===== src/rtl/key_event_pkg.sv =====
// Shared types and sizing helpers for the key event generator.
package key_event_pkg;

    typedef enum logic [1:0] {
        IDLE    = 2'd0,
        PRESSED = 2'd1,
        LONG    = 2'd2
    } key_state_e;

    localparam int COUNT_W = 8;

    function automatic int timer_width(input int long_cycles,
                                       input int repeat_cycles);
        int m;
        m = (long_cycles > repeat_cycles) ? long_cycles : repeat_cycles;
        return ($clog2(m) < 1) ? 1 : $clog2(m);
    endfunction

endpackage


===== src/rtl/key_event_gen_hold_timer.sv =====
// Hold-duration up-counter with clear, increment enable and terminal compare.
module hold_timer #(
    parameter int W = 4
) (
    input  logic         clock,
    input  logic         reset,
    input  logic         clear,
    input  logic         inc,
    input  logic [W-1:0] terminal,
    output logic         done
);

    logic [W-1:0] count_q;
    logic [W-1:0] count_d;

    always_comb begin
        count_d = count_q;
        if (clear) begin
            count_d = '0;
        end else if (inc) begin
            count_d = count_q + 1'b1;
        end
    end

    always_ff @(posedge clock) begin
        if (reset) begin
            count_q <= '0;
        end else begin
            count_q <= count_d;
        end
    end

    assign done = (count_q == terminal);

endmodule


===== src/rtl/key_event_gen.sv =====
// Turns a debounced button level into press/release/long/repeat pulses
// and keeps a wrapping press counter.
module key_event_gen
    import key_event_pkg::*;
#(
    parameter int LONG_CYCLES   = 50_000_000,
    parameter int REPEAT_CYCLES = 10_000_000
) (
    input  logic               clock,
    input  logic               reset,
    input  logic               level,
    input  logic               en,
    output logic               press,
    output logic               key_release,
    output logic               long_press,
    output logic               key_repeat,
    output logic               held,
    output logic [COUNT_W-1:0] press_count
);

    localparam int TW = timer_width(LONG_CYCLES, REPEAT_CYCLES);
    localparam logic [TW-1:0] LONG_TERM   = TW'(LONG_CYCLES - 1);
    localparam logic [TW-1:0] REPEAT_TERM = TW'(REPEAT_CYCLES - 1);

    key_state_e         state_q, state_d;
    logic               level_q, level_d;
    logic               press_q, press_d;
    logic               rel_q, rel_d;
    logic               long_q, long_d;
    logic               rpt_q, rpt_d;
    logic               held_q, held_d;
    logic [COUNT_W-1:0] cnt_q, cnt_d;

    logic          t_clr;
    logic          t_inc;
    logic          t_done;
    logic [TW-1:0] t_term;

    assign t_term = (state_q == LONG) ? REPEAT_TERM : LONG_TERM;

    hold_timer #(
        .W(TW)
    ) u_hold_timer (
        .clock   (clock),
        .reset   (reset),
        .clear   (t_clr),
        .inc     (t_inc),
        .terminal(t_term),
        .done    (t_done)
    );

    always_comb begin
        state_d = state_q;
        level_d = level;
        press_d = 1'b0;
        rel_d   = 1'b0;
        long_d  = 1'b0;
        rpt_d   = 1'b0;
        t_clr   = 1'b1;
        t_inc   = 1'b0;
        unique case (state_q)
            IDLE: begin
                if (level && !level_q) begin
                    state_d = PRESSED;
                    press_d = en;
                end
            end
            PRESSED: begin
                if (!level) begin
                    state_d = IDLE;
                    rel_d   = en;
                end else if (t_done) begin
                    state_d = LONG;
                    long_d  = en;
                end else begin
                    t_clr = 1'b0;
                    t_inc = 1'b1;
                end
            end
            LONG: begin
                if (!level) begin
                    state_d = IDLE;
                    rel_d   = en;
                end else if (t_done) begin
                    rpt_d = en;
                end else begin
                    t_clr = 1'b0;
                    t_inc = 1'b1;
                end
            end
            default: begin
                state_d = IDLE;
            end
        endcase
        held_d = (state_d == PRESSED) || (state_d == LONG);
        cnt_d  = cnt_q + {{(COUNT_W-1){1'b0}}, press_d};
    end

    always_ff @(posedge clock) begin
        if (reset) begin
            state_q <= IDLE;
            level_q <= 1'b0;
            press_q <= 1'b0;
            rel_q   <= 1'b0;
            long_q  <= 1'b0;
            rpt_q   <= 1'b0;
            held_q  <= 1'b0;
            cnt_q   <= '0;
        end else begin
            state_q <= state_d;
            level_q <= level_d;
            press_q <= press_d;
            rel_q   <= rel_d;
            long_q  <= long_d;
            rpt_q   <= rpt_d;
            held_q  <= held_d;
            cnt_q   <= cnt_d;
        end
    end

    assign press       = press_q;
    assign key_release = rel_q;
    assign long_press  = long_q;
    assign key_repeat  = rpt_q;
    assign held        = held_q;
    assign press_count = cnt_q;

endmodule


===== config.mk =====
export PLATFORM = sky130hd
export DESIGN_NAME = key_event_gen
export DESIGN_NICKNAME = d
export VERILOG_FILES = /design/src/rtl/key_event_pkg.sv /design/src/rtl/key_event_gen_hold_timer.sv /design/src/rtl/key_event_gen.sv
export SDC_FILE = /design/constraint.sdc
export NUM_CORES = 1
export LEC_CHECK = 0
export BUFFER_PORTS_ARGS = -buffer_cell sky130_fd_sc_hd__buf_4
export CAP_MARGIN = 20
export CORE_MARGIN = 2
export CORE_UTILIZATION = 58
export CTS_CLUSTER_SIZE = 40
export DETAILED_ROUTE_END_ITERATION = 8
export PLACE_DENSITY_LB_ADDON = 0.1
export REMOVE_ABC_BUFFERS = 1
export SLEW_MARGIN = 20
export SYNTH_ARGS = -nofsm -noshare
export SYNTH_HDL_FRONTEND = slang
export SYNTH_SLANG_ARGS = --single-unit
export TNS_END_PERCENT = 30

===== constraint.sdc =====
create_clock -name clock -period 2.9 [get_ports clock]
set_input_delay 0.435 -clock clock [delete_from_list [all_inputs] [get_ports clock]]
set_output_delay 0.435 -clock clock [all_outputs]
set_load 0.005 [all_outputs]

[Word level (Yosys, flattened, before mapping)]
Index checks and enable logic that the tools add are counted.
Cells by class
  add/sub/neg operators: 2
  multiply operators: 0
  divide/modulo/power cells: 0
  magnitude comparators: 0
  equal/unequal tests: 5
  shift operators: 0
  muxes and demuxes: 16
  bitwise gates (word level): 3
  reduce and logical (&&, ||, !) cells: 9
Operators with widths (number)
  adder 26 x 1 -> 26 bit (second input constant): 1
  equality test 26 bit: 1
  2-to-1 mux 26 bit: 1
  2-to-1 mux 1 bit: 10
  adder 8 x 1 -> 8 bit: 1
  2-to-1 mux 2 bit: 4
  OR reduction 2 bit: 4
  case mux 2 bit (3 select lines): 1
  equality test 2 x 1 -> 1 bit (second input constant): 2
  equality test 2 bit (second input constant): 2
  inverter 1 bit: 3
  OR reduction 3 bit: 1
  logical NOT 2 bit: 1
  logical AND 1 bit: 1
  logical NOT 1 bit: 1
  logical OR 1 bit: 1
Storage, ports and cells
  register bits: 42
  bits in latches: 0
  bits in writable memories: 0
  bits in read-only memories: 0
  output and inout bits: 13
  memories kept: 0

[Logic depth before layout (Yosys ltp)]
  depth after elaboration: 8
  gate-level depth with buffers: 9
  mapped depth without buffers: 8

[By module]
A second synthesis with hierarchy kept.
Second synthesis, totals
  cells, all modules: 255
  area, all modules: 2292.2 um2
Modules (own cells, without submodules)
  hold_timer: times used 1, cells each 179, area each 1544.0 um2, sequential area each 520.5 um2
  key_event_gen: times used 1, cells each 76, area each 748.2 um2, sequential area each 320.3 um2

[Worst setup path after synthesis]
OpenSTA, ideal clock, no wires.
  kind: flip-flop to flip-flop
  from: register state_q[0]
  to: register u_hold_timer.count_q[6]
  data arrival time: 2000 ps
  data required time: 2785 ps
  slack: 785 ps
  cell stages (with the launch flop): 10
  buffers on the path: 2
  period minus slack after synthesis: 2115 ps
  cells stage by stage: dfxtp_1 -> inv_1 -> ha_1 -> nor4b_1 -> nand4_1 -> a2111oi_4 -> nand4bb_1 -> buf_4 -> buf_6 -> nor2_1
On the way
  word-level cells in the longest chain between the ends: 7
Ends and longest elaborated chain
  from (decl): RTL line key_event_gen.sv:25  | key_state_e state_q, state_d;
  from (signal assigned): RTL line key_event_gen.sv:110  | state_q <= state_d;
  equality test 2 bit: RTL line key_event_gen.sv:39, key_event_gen.sv:61
  2-to-1 mux 26 bit: RTL line key_event_gen.sv:39  | assign t_term = (state_q == LONG) ? REPEAT_TERM : LONG_TERM;
  equality test 26 bit: RTL line key_event_gen_hold_timer.sv:33  | assign done = (count_q == terminal);
  2-to-1 mux 1 bit: RTL line key_event_gen.sv:72, key_event_gen.sv:84
  2-to-1 mux 1 bit: RTL line key_event_gen.sv:69  | if (!level) begin
  2-to-1 mux 1 bit
  OR reduction 2 bit (no source line)
  to (signal assigned): RTL line key_event_gen_hold_timer.sv:29  | count_q <= count_d;
  to (decl): RTL line key_event_gen_hold_timer.sv:13  | logic [W-1:0] count_q;
Several ways; a longest one is shown, not always the timed one.
A chain may end at the register's enable or synchronous reset.

[Worst setup path in the final report]
  from: register state_q[0]
  to: register u_hold_timer.count_q[9]
Same word-level chain as after synthesis.

==> reports/qor.yml <==
cells_and_area:
  drive_gt1_share_pct: 12.9
  nets: 235
  fillers: 266
  final_area_mm2: 0.00218
  syn_to_final_growth_pct: 12.3
  diodes: 0
setup_path:
  cp-start-kind: "register"
  worstPathArrival_ns: 2.81
  critPathKind: "register to register"
  cp_slowest_cell: "dfxtp_1"
  path_delay_family: "simple AND/OR/NAND/NOR gates"
  path_depth: 8
  max_stage_delay_ns: 0.48
  crit_fanout: 26
  reg2regPathDepth: 8
  path_cells: "inv_1 > ha_1 > nor4b_1 > nand4_1 > a2111oi_4 > nand4bb_1 > buf_4 > nor2_1"
  cp-end-kind: "register"
  crit_buf_inv: 2
  cp.required_ns: 3.15
floorplanning:
  fp.dieH_um: 61.9
  pin_count: 17
  die_w_um: 61.9
  start_util_pct: 59.1
  num_rows: 21
  dieArea_mm2: 0.00383
  core_mm2: 0.00328
place:
  placed_area_mm2: 0.00207
  port_buffers: 16
  hpwl_um: 2690
  pre_cts_ws_ns: 0.376
  gp_congestion: 0.822
sta:
  setup_slack_ns: 0.344
  tightestPinTransition_ns: 0.442
  setup_tns_ns: 0
  final.min_clock_period_ns: 2.56
  slew_viol_final: 0
  setup_violations: 0
  rsz0062_at_grt: "false"
  finalCritPeriodShare_pct: 88.1
  hold_viol_final: 0
  fmax_mhz: 391
  relSlewSlack_pct: 70.5
  skew_ns: 0.0111
clock_network:
  htreeDepth: 2
  cts-root-buf: "clkbuf_4"
  cts_resized: 0
  post_cts_buffers: 0
  clockBufferDepth: 2
  postCtsHoldBufs: 0
  clk_latency_ns: 0.37
  cts_tree: "yes"
  clock_sinks: 42
  cts_buffers: 5
  clk_pin_slew_ns: 0.12
grt:
  antenna_found_initial: 0
  use_met3_pct: 7.45
  gr-total-overflow: 0
  grt_max_degree: 27
  grt_pass1_wl_um: 6030
  grt_util_met2_pct: 36.7
  grt_use_met1_pct: 25.2
  track_usage_pct: 21.6
  first_global_vias: 1365
  busiest_layer: "met2"
synthesis:
  synthTopCellsByCount: "dfxtp_1 (42), nor2_1 (34), xor2_1 (25), nand3_1 (14), and3_1 (13)"
  ys_seq_area_share_pct: 43.3
  async_flop_share_pct: 0
  avgSynthCellArea_um2: 9.29
  synth_cell_types: 35
  synth_cells: 209
  ys_seq_elements: 42
  yosysMostFrequentCell: "dfxtp_1"
  yosysWarnings: 0
  synth_top_area_share_pct: 43.3
  synth_top_area_cell: "dfxtp_1"
  synth_ff_type: "dfxtp_1"
  netlist_area_mm2: 0.00194
  synth_edf_count: 0
  synth.area.top_cells: "dfxtp_1 (43%), xor2_1 (11%), nor2_1 (6.6%)"
detailed_routing:
  wl_per_cell_um: 13.9
  post-route-drc-count: 0
  num_vias: 1520
  wl_um: 3760
  via_per_inst: 5.61
  drt-pass1-iter-count: 4
  drt_iter0_markers: 89
  postRouteAntennaNets: 0
status:
  status: "completed"
min_path:
  hold_class: "input port to register"
  worst_hold_path.num_cells: 2
flow_run:
  cap_viol_max_count: 0
pwr:
  power.density_mw_per_mm2: 509
  ir_worst_vdd_mv: 0.409
  power_leakage_nw: 0.858
## cell usage in the layout (no fill, tap or decap), drive strengths merged, types with 2 or more instances in the layout
cell    instances
a21oi           2
nor2b           7
xnor2           5
o22ai           2
nor4b           2
bufinv          2
inv             4
nand4          12
nor3            2
clkbuf          5
nor4bb          2
and4            3
nor2           34
xor2           25
dfxtp          42
and3           13
buf            17
nand3          14
and2            6
ha              7
nand2           5
## cells by family after synthesis
logic type | count (synthesis) | share of synthesized area, %
buffers and inverters | 13 | 3.48
adder cells (fa/ha/maj) | 7 | 4.51
AO/OA/AOI/OAI | 13 | 5.86
flip-flops | 42 | 43.3
AND/OR/NAND/NOR | 104 | 29.3
XOR/XNOR | 30 | 13.5
## final timing paths
check | slack (ns) | start | endpoint
worst max-delay path | 0.34 | state_q[0]$_SDFF_PP0_ | u_hold_timer.count_q[9]$_SDFFE_PP0P_
worst min-delay path | 0.30 | level | key_release$_SDFF_PP0_
worst max register to register | 0.34 | state_q[0]$_SDFF_PP0_ | u_hold_timer.count_q[9]$_SDFFE_PP0P_
worst min register to register | 0.49 | u_hold_timer.count_q[0]$_SDFFE_PP0P_ | u_hold_timer.count_q[0]$_SDFFE_PP0P_
## power by group
part           switching (mW)  total (mW)  internal, mW
Combinational          0.0275      0.0518        0.0243
Sequential            0.00529       0.589         0.583
Clock                   0.200       0.470         0.270
## sequential cells by signal, indices dropped and copies added, names as in the netlist
signal	flops
state_q	2
press_count	8
held	1
press	1
key_repeat	1
long_press	1
level_q	1
key_release	1
u_hold_timer.count_q	26
## routing by layer
layer | wire length, µm | vias to the layer above
li1 | - | 750
met1 | 1650 | 728
met2 | 1880 | 36
met3 | 183 | 6
met4 | 43 | 0
met5 | 0 | -
## metrics by stage
step	util [%]	hold WS [ns]	total power [mW]	cells
after floorplan	-	0.438	0.631	200
after global placement	63.2	0.456	0.650	263
after detailed placement	63.2	0.466	0.653	263
after CTS	66.4	0.286	1.12	271
after global routing	66.4	0.296	1.15	271
final	66.4	0.303	1.11	271
## layout make-up
cell class              instances  area (µm²)  share of cell area [%]
flip-flops and latches         42         841                    38.6
clock inverters                 3        68.8                    3.16
multi-input cells             154        1030                    47.4
well taps                      46        57.6                    2.64
clock buffers                   5        37.5                    1.72
repair buffers                 17         128                    5.85
inverters                       4        15.0                   0.688
Power figures use the tool's default switching activity.
